===== config.mk =====
export PLATFORM = sky130hd
export DESIGN_NAME = pci_target32_wbuf
export DESIGN_NICKNAME = d
export VERILOG_FILES = /design/src/rtl/pci_target32_wbuf.sv
export SDC_FILE = /design/constraint.sdc
export NUM_CORES = 1
export LEC_CHECK = 0
export ABC_CLOCK_PERIOD_IN_PS = 7830
export CAP_MARGIN = 20
export CORE_MARGIN = 3
export CORE_UTILIZATION = 25
export DETAILED_ROUTE_END_ITERATION = 10
export PLACE_DENSITY_LB_ADDON = 0.08
export SLEW_MARGIN = 20
export SYNTH_ARGS = -nofsm -noshare
export SYNTH_HDL_FRONTEND = slang
export SYNTH_SLANG_ARGS = --single-unit

===== constraint.sdc =====
create_clock -name clk_in -period 7.83 [get_ports clk_in]
set_input_delay 1.566 -clock clk_in [delete_from_list [all_inputs] [get_ports clk_in]]
set_output_delay 1.566 -clock clk_in [all_outputs]
set_load 0.005 [all_outputs]

===== src/rtl/pci_target32_wbuf.sv =====
// PCI target backend: single-BAR decode, posted-write FIFO and per-phase completion status.
// Reads are never served here; every claimed read is retried.
module pci_target32_wbuf #(
   parameter logic [31:0] BAR_BASE = 32'h1000_0000,
   parameter logic [31:0] BAR_MASK = 32'hFFFF_0000,
   parameter int          DEPTH    = 8,
   parameter int          AW       = 3
) (
   input  logic        clk_in,
   input  logic        reset_in,
   input  logic [31:0] address_i,
   input  logic [3:0]  bc_i,
   input  logic [31:0] data_i,
   input  logic [3:0]  be_i,
   input  logic        req_i,
   input  logic        rdy_i,
   input  logic        last_i,
   output logic        addr_claim_o,
   output logic [3:0]  status_o,
   input  logic        fifo_rd_i,
   output logic        fifo_empty_o,
   output logic [3:0]  fifo_bc_o,
   output logic [3:0]  fifo_be_o,
   output logic [31:0] fifo_addr_o,
   output logic [31:0] fifo_data_o
);

   // state | meaning
   // IDLE  | waiting for a claimed request
   // XFER  | write burst accepted, posting data phases
   // TERM  | termination signalled, waiting for req_i to drop
   typedef enum logic [1:0] {IDLE, XFER, TERM} state_t;

   localparam logic [3:0] ST_WAIT   = 4'd0;
   localparam logic [3:0] ST_XFERED = 4'd1;
   localparam logic [3:0] ST_RETRY  = 4'd2;
   localparam logic [3:0] ST_DWO    = 4'd3;
   localparam logic [3:0] ST_DW     = 4'd4;
   localparam logic [3:0] ST_TABORT = 4'd5;

   localparam logic [AW:0] FULL_C     = (AW+1)'(DEPTH);
   localparam logic [AW:0] ONE_LEFT_C = (AW+1)'(DEPTH - 1);

   state_t          state_q, state_d;
   logic [AW:0]     count_q, count_d;
   logic [AW-1:0]   wr_ptr_q, wr_ptr_d;
   logic [AW-1:0]   rd_ptr_q, rd_ptr_d;
   logic [71:0]     mem_q [DEPTH];

   logic            claim;
   logic            is_write;
   logic            is_io_write;
   logic            full;
   logic            one_left;
   logic            push;
   logic            pop;
   logic [3:0]      status_c;
   logic [71:0]     head;

   assign claim        = req_i & ((address_i & BAR_MASK) == (BAR_BASE & BAR_MASK));
   assign addr_claim_o = claim;
   assign is_io_write  = (bc_i == 4'b0011);
   assign is_write     = (bc_i == 4'b0111) | (bc_i == 4'b1111) | is_io_write;
   assign full         = (count_q == FULL_C);
   assign one_left     = (count_q == ONE_LEFT_C);
   assign fifo_empty_o = (count_q == '0);
   assign pop          = fifo_rd_i & ~fifo_empty_o;

   always_comb begin
      state_d  = state_q;
      status_c = ST_WAIT;
      push     = 1'b0;
      case (state_q)
         IDLE: begin
            if (claim) begin
               if (!is_write || full) begin
                  status_c = ST_RETRY;
                  state_d  = TERM;
               end else begin
                  state_d  = XFER;
               end
            end
         end
         XFER: begin
            if (!req_i) begin
               state_d = IDLE;
            end else if (rdy_i) begin
               if (!claim) begin
                  status_c = ST_TABORT;
                  state_d  = TERM;
               end else if (full) begin
                  status_c = ST_DWO;
                  state_d  = TERM;
               end else begin
                  push = 1'b1;
                  // last_i wins: a final phase completes normally even into the last slot
                  if (last_i) begin
                     status_c = ST_XFERED;
                     state_d  = TERM;
                  end else if (one_left || is_io_write) begin
                     status_c = ST_DW;
                     state_d  = TERM;
                  end else begin
                     status_c = ST_XFERED;
                  end
               end
            end
         end
         TERM: begin
            if (!req_i) state_d = IDLE;
         end
         default: state_d = IDLE;
      endcase
   end

   assign status_o = reset_in ? ST_WAIT : status_c;

   always_comb begin
      count_d  = count_q;
      wr_ptr_d = wr_ptr_q;
      rd_ptr_d = rd_ptr_q;
      if (push) wr_ptr_d = wr_ptr_q + 1'b1;
      if (pop)  rd_ptr_d = rd_ptr_q + 1'b1;
      if (push && !pop)      count_d = count_q + 1'b1;
      else if (!push && pop) count_d = count_q - 1'b1;
   end

   always_ff @(posedge clk_in or posedge reset_in) begin
      if (reset_in) begin
         state_q  <= IDLE;
         count_q  <= '0;
         wr_ptr_q <= '0;
         rd_ptr_q <= '0;
      end else begin
         state_q  <= state_d;
         count_q  <= count_d;
         wr_ptr_q <= wr_ptr_d;
         rd_ptr_q <= rd_ptr_d;
      end
   end

   always_ff @(posedge clk_in) begin
      if (push) mem_q[wr_ptr_q] <= {bc_i, be_i, address_i, data_i};
   end

   assign head        = fifo_empty_o ? 72'd0 : mem_q[rd_ptr_q];
   assign fifo_bc_o   = head[71:68];
   assign fifo_be_o   = head[67:64];
   assign fifo_addr_o = head[63:32];
   assign fifo_data_o = head[31:0];

endmodule


=== After elaboration in Yosys (flattened, before gate mapping) ===
Memory sizes are Yosys's and may differ from the RTL's.
Index checks and enable logic that the tools add are counted.

* Equal/unequal tests: 12
* Reduce and logical (&&, ||, !) cells: 11
* Add/subtract/negate cells: 4
* Bitwise gates (word level): 5
* Mux-type cells: 30

{| class="wikitable"
|+ Operators with widths
! operator !! count
|-
| two-way mux 72 bit || 1
|-
| two-way mux 2 bit || 11
|-
| two-way mux 3 bit || 6
|-
| == test 16 x 13 -> 1 bit, second input constant || 1
|-
| two-way mux 4 bit || 3
|-
| == test 4 x 3 -> 1 bit, second input constant || 2
|-
| == test 4 bit, second input constant || 2
|-
| two-way mux 1 bit || 7
|-
| adder 3 x 1 -> 3 bit, second input constant || 2
|-
| != test 6 bit, second input constant || 1
|-
| one-hot mux 2 bit (3 select lines) || 1
|-
| one-hot mux 3 bit (2 select lines) || 1
|-
| adder 4 x 1 -> 4 bit, second input constant || 1
|-
| == test 4 x 2 -> 1 bit, second input constant || 1
|-
| logical NOT 4 bit || 1
|-
| != test 2 bit, second input constant || 2
|-
| AND reduction 4 bit || 1
|-
| subtractor 4 x 1 -> 4 bit, second input constant || 1
|-
| logical NOT 1 bit || 3
|-
| != test 3 bit, second input constant || 1
|-
| AND 1 bit || 2
|-
| == test 2 x 1 -> 1 bit, second input constant || 1
|-
| == test 2 bit, second input constant || 1
|-
| logical AND 1 bit || 2
|-
| other kinds (5) || 7
|}

* Word-level logic and storage cells: 67
* RAM bits: 576
* Input port bits: 78
* Register bits after elaboration: 12
* Memories kept: 1
* Output and inout bits: 78

{| class="wikitable"
|+ Memories
! memory !! words !! width !! rd ports !! clocked after Yosys merged registers in !! wr ports !! line !! RTL
|-
| mem_q || 8 || 72 || 1 || 0 || 1 || 48 || <nowiki>logic [71:0] mem_q [DEPTH];</nowiki>
|}

=== Depth between registers and ports, before layout ===
* Depth in word-level cells: 10
* Gate-level depth with buffers: 12
* Mapped depth without buffers: 11

=== Worst setup path after synthesis ===
Ideal clock, no wire load.

* Path kind: input-to-reg
* From: input address_i[26]
* To: memory mem_q[0][0] (enable)
* Required time: 7240 ps
* Setup time: 590 ps
* Stages on the path: 5
* Buffers on the path: 1
* Setup slack: -21 ps
* Arrival: 7261 ps
* Cell sequence: nor4b_1 and4_1 buf_2 nand4b_1 nor3_1

* Word-level cells in the longest chain between the ends: 8

{| class="wikitable"
|+ Ends and longest elaborated chain
! element !! line !! RTL
|-
| start: declaration || 11 || <nowiki>input logic [31:0] address_i,</nowiki>
|-
| == test 16 x 13 -> 1 bit || 60 || <nowiki>assign claim = req_i & ((address_i & BAR_MASK) == (BAR_BASE & BAR_MASK));</nowiki>
|-
| AND 1 bit || 60 ||
|-
| two-way mux 1 bit || 88 || <nowiki>if (!claim) begin</nowiki>
|-
| two-way mux 1 bit || 87 || <nowiki>end else if (rdy_i) begin</nowiki>
|-
| two-way mux 1 bit || 85 || <nowiki>if (!req_i) begin</nowiki>
|-
| two-way mux 1 bit || 73 || <nowiki>case (state_q)</nowiki>
|-
| two-way mux 1 bit || 143 || <nowiki>if (push) mem_q[wr_ptr_q] <= {bc_i, be_i, address_i, data_i};</nowiki>
|-
| two-way mux 1 bit (implied by the code) || 143 ||
|-
| end: declaration || 48 ||
|}

No other way between the ends.

=== Worst setup path in the final report ===
* From: input address_i[18]
* To: output status_o[1]

* Word-level cells in the longest chain between the ends: 7
* Elaborated cells on any way between the ends: 8
* Those cells by class: eq/ne: 1; mux: 6; bitwise: 1

{| class="wikitable"
|+ Ends and longest elaborated chain
! element !! line !! RTL
|-
| == test 16 x 13 -> 1 bit * || 60 ||
|-
| AND 1 bit * || 60 ||
|-
| two-way mux 3 bit || 88 ||
|-
| two-way mux 3 bit || 87 ||
|-
| two-way mux 3 bit || 85 ||
|-
| one-hot mux 3 bit (2 select lines) * || 73 ||
|-
| two-way mux 4 bit * || 116 || <nowiki>assign status_o = reset_in ? ST_WAIT : status_c;</nowiki>
|-
| end: declaration || 19 || <nowiki>output logic [3:0] status_o,</nowiki>
|}

Every way passes the cells marked *; elsewhere a longest branch is shown, timed or not.

==> flow_metrics.env <==
export IMPL_finalCritPeriodShare_pct=75.1
export IMPL_ant_nets=0
export IMPL_clk_pin_slew_worst_paths_ps=50
export IMPL_skew_ps=13.9
export IMPL_area_delta_synth_final_pct=24.0
export IMPL_slowest_delay_ps=600
export IMPL_cts_sinks=588
export IMPL_critPathCaptureType="primary output"
export IMPL_cts_max_level=3
export IMPL_maxCapViolCount=0
export IMPL_postCtsSetupBuffers=0
export IMPL_portBuffers=154
export IMPL_holdPathStages=1
export IMPL_async_reset_ff_share_pct=2.04
export IMPL_cp_common_cell="clkdlybuf4s50_1"
export IMPL_grt_usage_pct=12.0
export IMPL_syn_area_per_cell_sq_um=22.5
export IMPL_fmax_ghz=0.170
export IMPL_grt_overflow_total=0
export IMPL_start_kind="input port"
export IMPL_grt_pass1_vias=11804
export IMPL_finalSetupTns_ps=0
export IMPL_viasPerCell=4.34
export IMPL_grt_pass1_wl_um=82800
export IMPL_ir_worst_vdd_mv=0.279
export IMPL_rsz0062_at_grt="false"
export IMPL_powerDensity_nw_per_um2=341
export IMPL_cts_made_buffers=71
export IMPL_setup_violations_final=0
export IMPL_start_util_pct=25.4
export IMPL_p_leak_nw=8.96
export IMPL_synth_area_leaders="edfxtp_1 (76%), mux4_2 (14%), mux2i_1 (3.2%), nor2_1 (1.3%), dfrtp_1 (1.3%)"
export IMPL_std_cell_rows=109
export IMPL_die_y_um=307
export IMPL_synth_edf_count=576
export IMPL_fillers=8616
export IMPL_drt_wirelength_per_cell_um=23.3
export IMPL_yosys_warnings=0
export IMPL_cts_tree="yes"
export IMPL_layout_common_cells="edfxtp_1 (576), clkdlybuf4s50_1 (154), mux4_2 (144)"
export IMPL_drive_gt1_share_pct=22.6
export IMPL_ys_types=43
export IMPL_drtPass1Iterations=6
export IMPL_antenna_found_initial=6
export IMPL_path_max_fanout=9
export IMPL_drtIter0Drc=644
export IMPL_final_max_slew_viol_count=0
export IMPL_cp_data_arrival_time_ps=4310
export IMPL_dpl_hpwl_um=31100
export IMPL_dieArea_sq_um=94400
export IMPL_synth_area_sq_um=22700
export IMPL_ioPinCount=156
export IMPL_syn_num_nets=1091
export IMPL_vias=10546
export IMPL_timing_slew_headroom_pct=29.7
export IMPL_cts_max_path_buffers=3
export IMPL_worst_pin_slew_ps=1050
export IMPL_synth_ff_type="edfxtp_1"
export IMPL_nets=1294
export IMPL_die_width_um=307
export IMPL_rr_worst_depth=10
export IMPL_synth_cells=1007
export IMPL_seq_area_frac_synth_pct=77.6
export IMPL_ys_ff_latch=588
export IMPL_drc=0
export IMPL_cp_required_ps=6260
export IMPL_min_period_ps=5880
export IMPL_hold_buffers=0
export IMPL_layout_commonest_cell="edfxtp_1"
export IMPL_hold_viol=0
export IMPL_coreArea_sq_um=89200
export IMPL_place_gp_congestion=0.663
export IMPL_synth_top_area_cell="edfxtp_1"
export IMPL_crit_chain="clkdlybuf4s50_1 > nor4_1 > and4_1 > nand2_1 > nor4b_1 > clkdlybuf4s50_1"
export IMPL_slowest_stage="nor4_1"
export IMPL_p_total_mw=9.59
export IMPL_hold_class="register to register"
export IMPL_criticalPathCategory="input port to primary output"
export IMPL_ctsResizeCount=0
export IMPL_synth_top_area_share_pct=76.2
export IMPL_wl_um=56600
export IMPL_cts_root_buf="clkbuf_16"
export IMPL_status="finished, final reports clean"
export IMPL_grt_max_degree=78
export IMPL_reg2reg_slack_ps=4810
export IMPL_worstSkewPairLatency_ps=590
per-layer routing:
metal / GRT usage (%) / share of wire (%) / vias to the layer above / wire length, um
li1: - / - / 4623 / -
met1: 16.2 / 45 / 5639 / 25700
met2: 19.8 / 48 / 207 / 27100
met3: 2.51 / 4.7 / 75 / 2680
met4: 3.42 / 1.8 / 2 / 1040
met5: 0 / 0.019 / - / 11
layout make-up:
| class | instances | area, sq um | share of cell area, % |
|---|---|---|---|
| clock inverters | 37 | 415 | 1.48 |
| repair buffers | 181 | 1840 | 6.54 |
| flip-flops and latches | 588 | 17600 | 62.6 |
| clock buffers | 89 | 1930 | 6.86 |
| well taps | 1165 | 1460 | 5.18 |
| multi-input cells | 363 | 4860 | 17.3 |
| inverters | 5 | 18.8 | 0.0667 |
| diodes | 4 | 10.0 | 0.0356 |
cells by family (layout without fill, tap and decap cells):
family | after synthesis | in the layout | synth area share (%)
other cells | 1 | 5 | 0.0165
fa+ha+maj | 6 | 6 | 0.364
compound gates | 13 | 13 | 0.358
simple gates | 116 | 116 | 2.44
mux | 220 | 220 | 17.7
buf+inv | 56 | 312 | 1.33
xor+xnor | 7 | 7 | 0.270
flops | 588 | 588 | 77.6
state kept, by name (all words and copies together), names as in the netlist:
register  count
mem_q       576
state_q       2
wr_ptr_q      3
rd_ptr_q      3
count_q       4
Yosys cell counts, types with 2 or more instances:
library cell	n
edfxtp_1	576
nand3_1	2
nor4_1	5
buf_2	22
inv_1	5
buf_1	6
nor4b_1	3
nor3_1	3
nand2_1	5
nor2_1	81
mux2_2	2
clkbuf_1	13
nand2b_1	3
mux2i_1	73
buf_4	3
o21ai_0	2
ha_1	5
nand4_1	2
xnor2_1	7
dfrtp_1	12
mux4_2	144
a21oi_1	5
buf_6	7
nor2b_1	2
power breakdown:
part / total (mW) / switching [mW] / internal (mW) / leakage, nW
Combinational: 2.71 / 1.23 / 1.48 / 2.49
Sequential: 3.58 / 0.106 / 3.48 / 5.32
Clock: 3.30 / 1.26 / 2.04 / 1.15
worst paths after layout:
| path | from | to |
|---|---|---|
| min in group asynchronous | reset_in | count_q[3] |
| max | address_i[18] | status_o[1] |
| max in group asynchronous | reset_in | rd_ptr_q[2] |
| max reg2reg | count_q[0] | count_q[3] |
| min | wr_ptr_q[0] | wr_ptr_q[0] |
| min reg2reg | wr_ptr_q[0] | wr_ptr_q[0] |
metrics by stage:
stage          setup WS (ps)  hold slack, ps  cell area (sq um)  util [%]  instances
2_1_floorplan           1900             484              22700         -       1007
3_3_place_gp            1870             520              25800      28.9       2301
3_5_place_dp            1930             519              25800      28.9       2301
4_1_cts                 1880             527              28100      31.5       2427
5_1_grt                 1740             576              28100      31.5       2428
6_report                1950             531              28100      31.6       2432
worst max-delay path: cells and delay by family:
kind | cells | cell delay [ps]
AND/OR/NAND/NOR | 4 | 1590
buffers and inverters | 2 | 1140
Note: power is estimated with default switching activity, not from simulation.
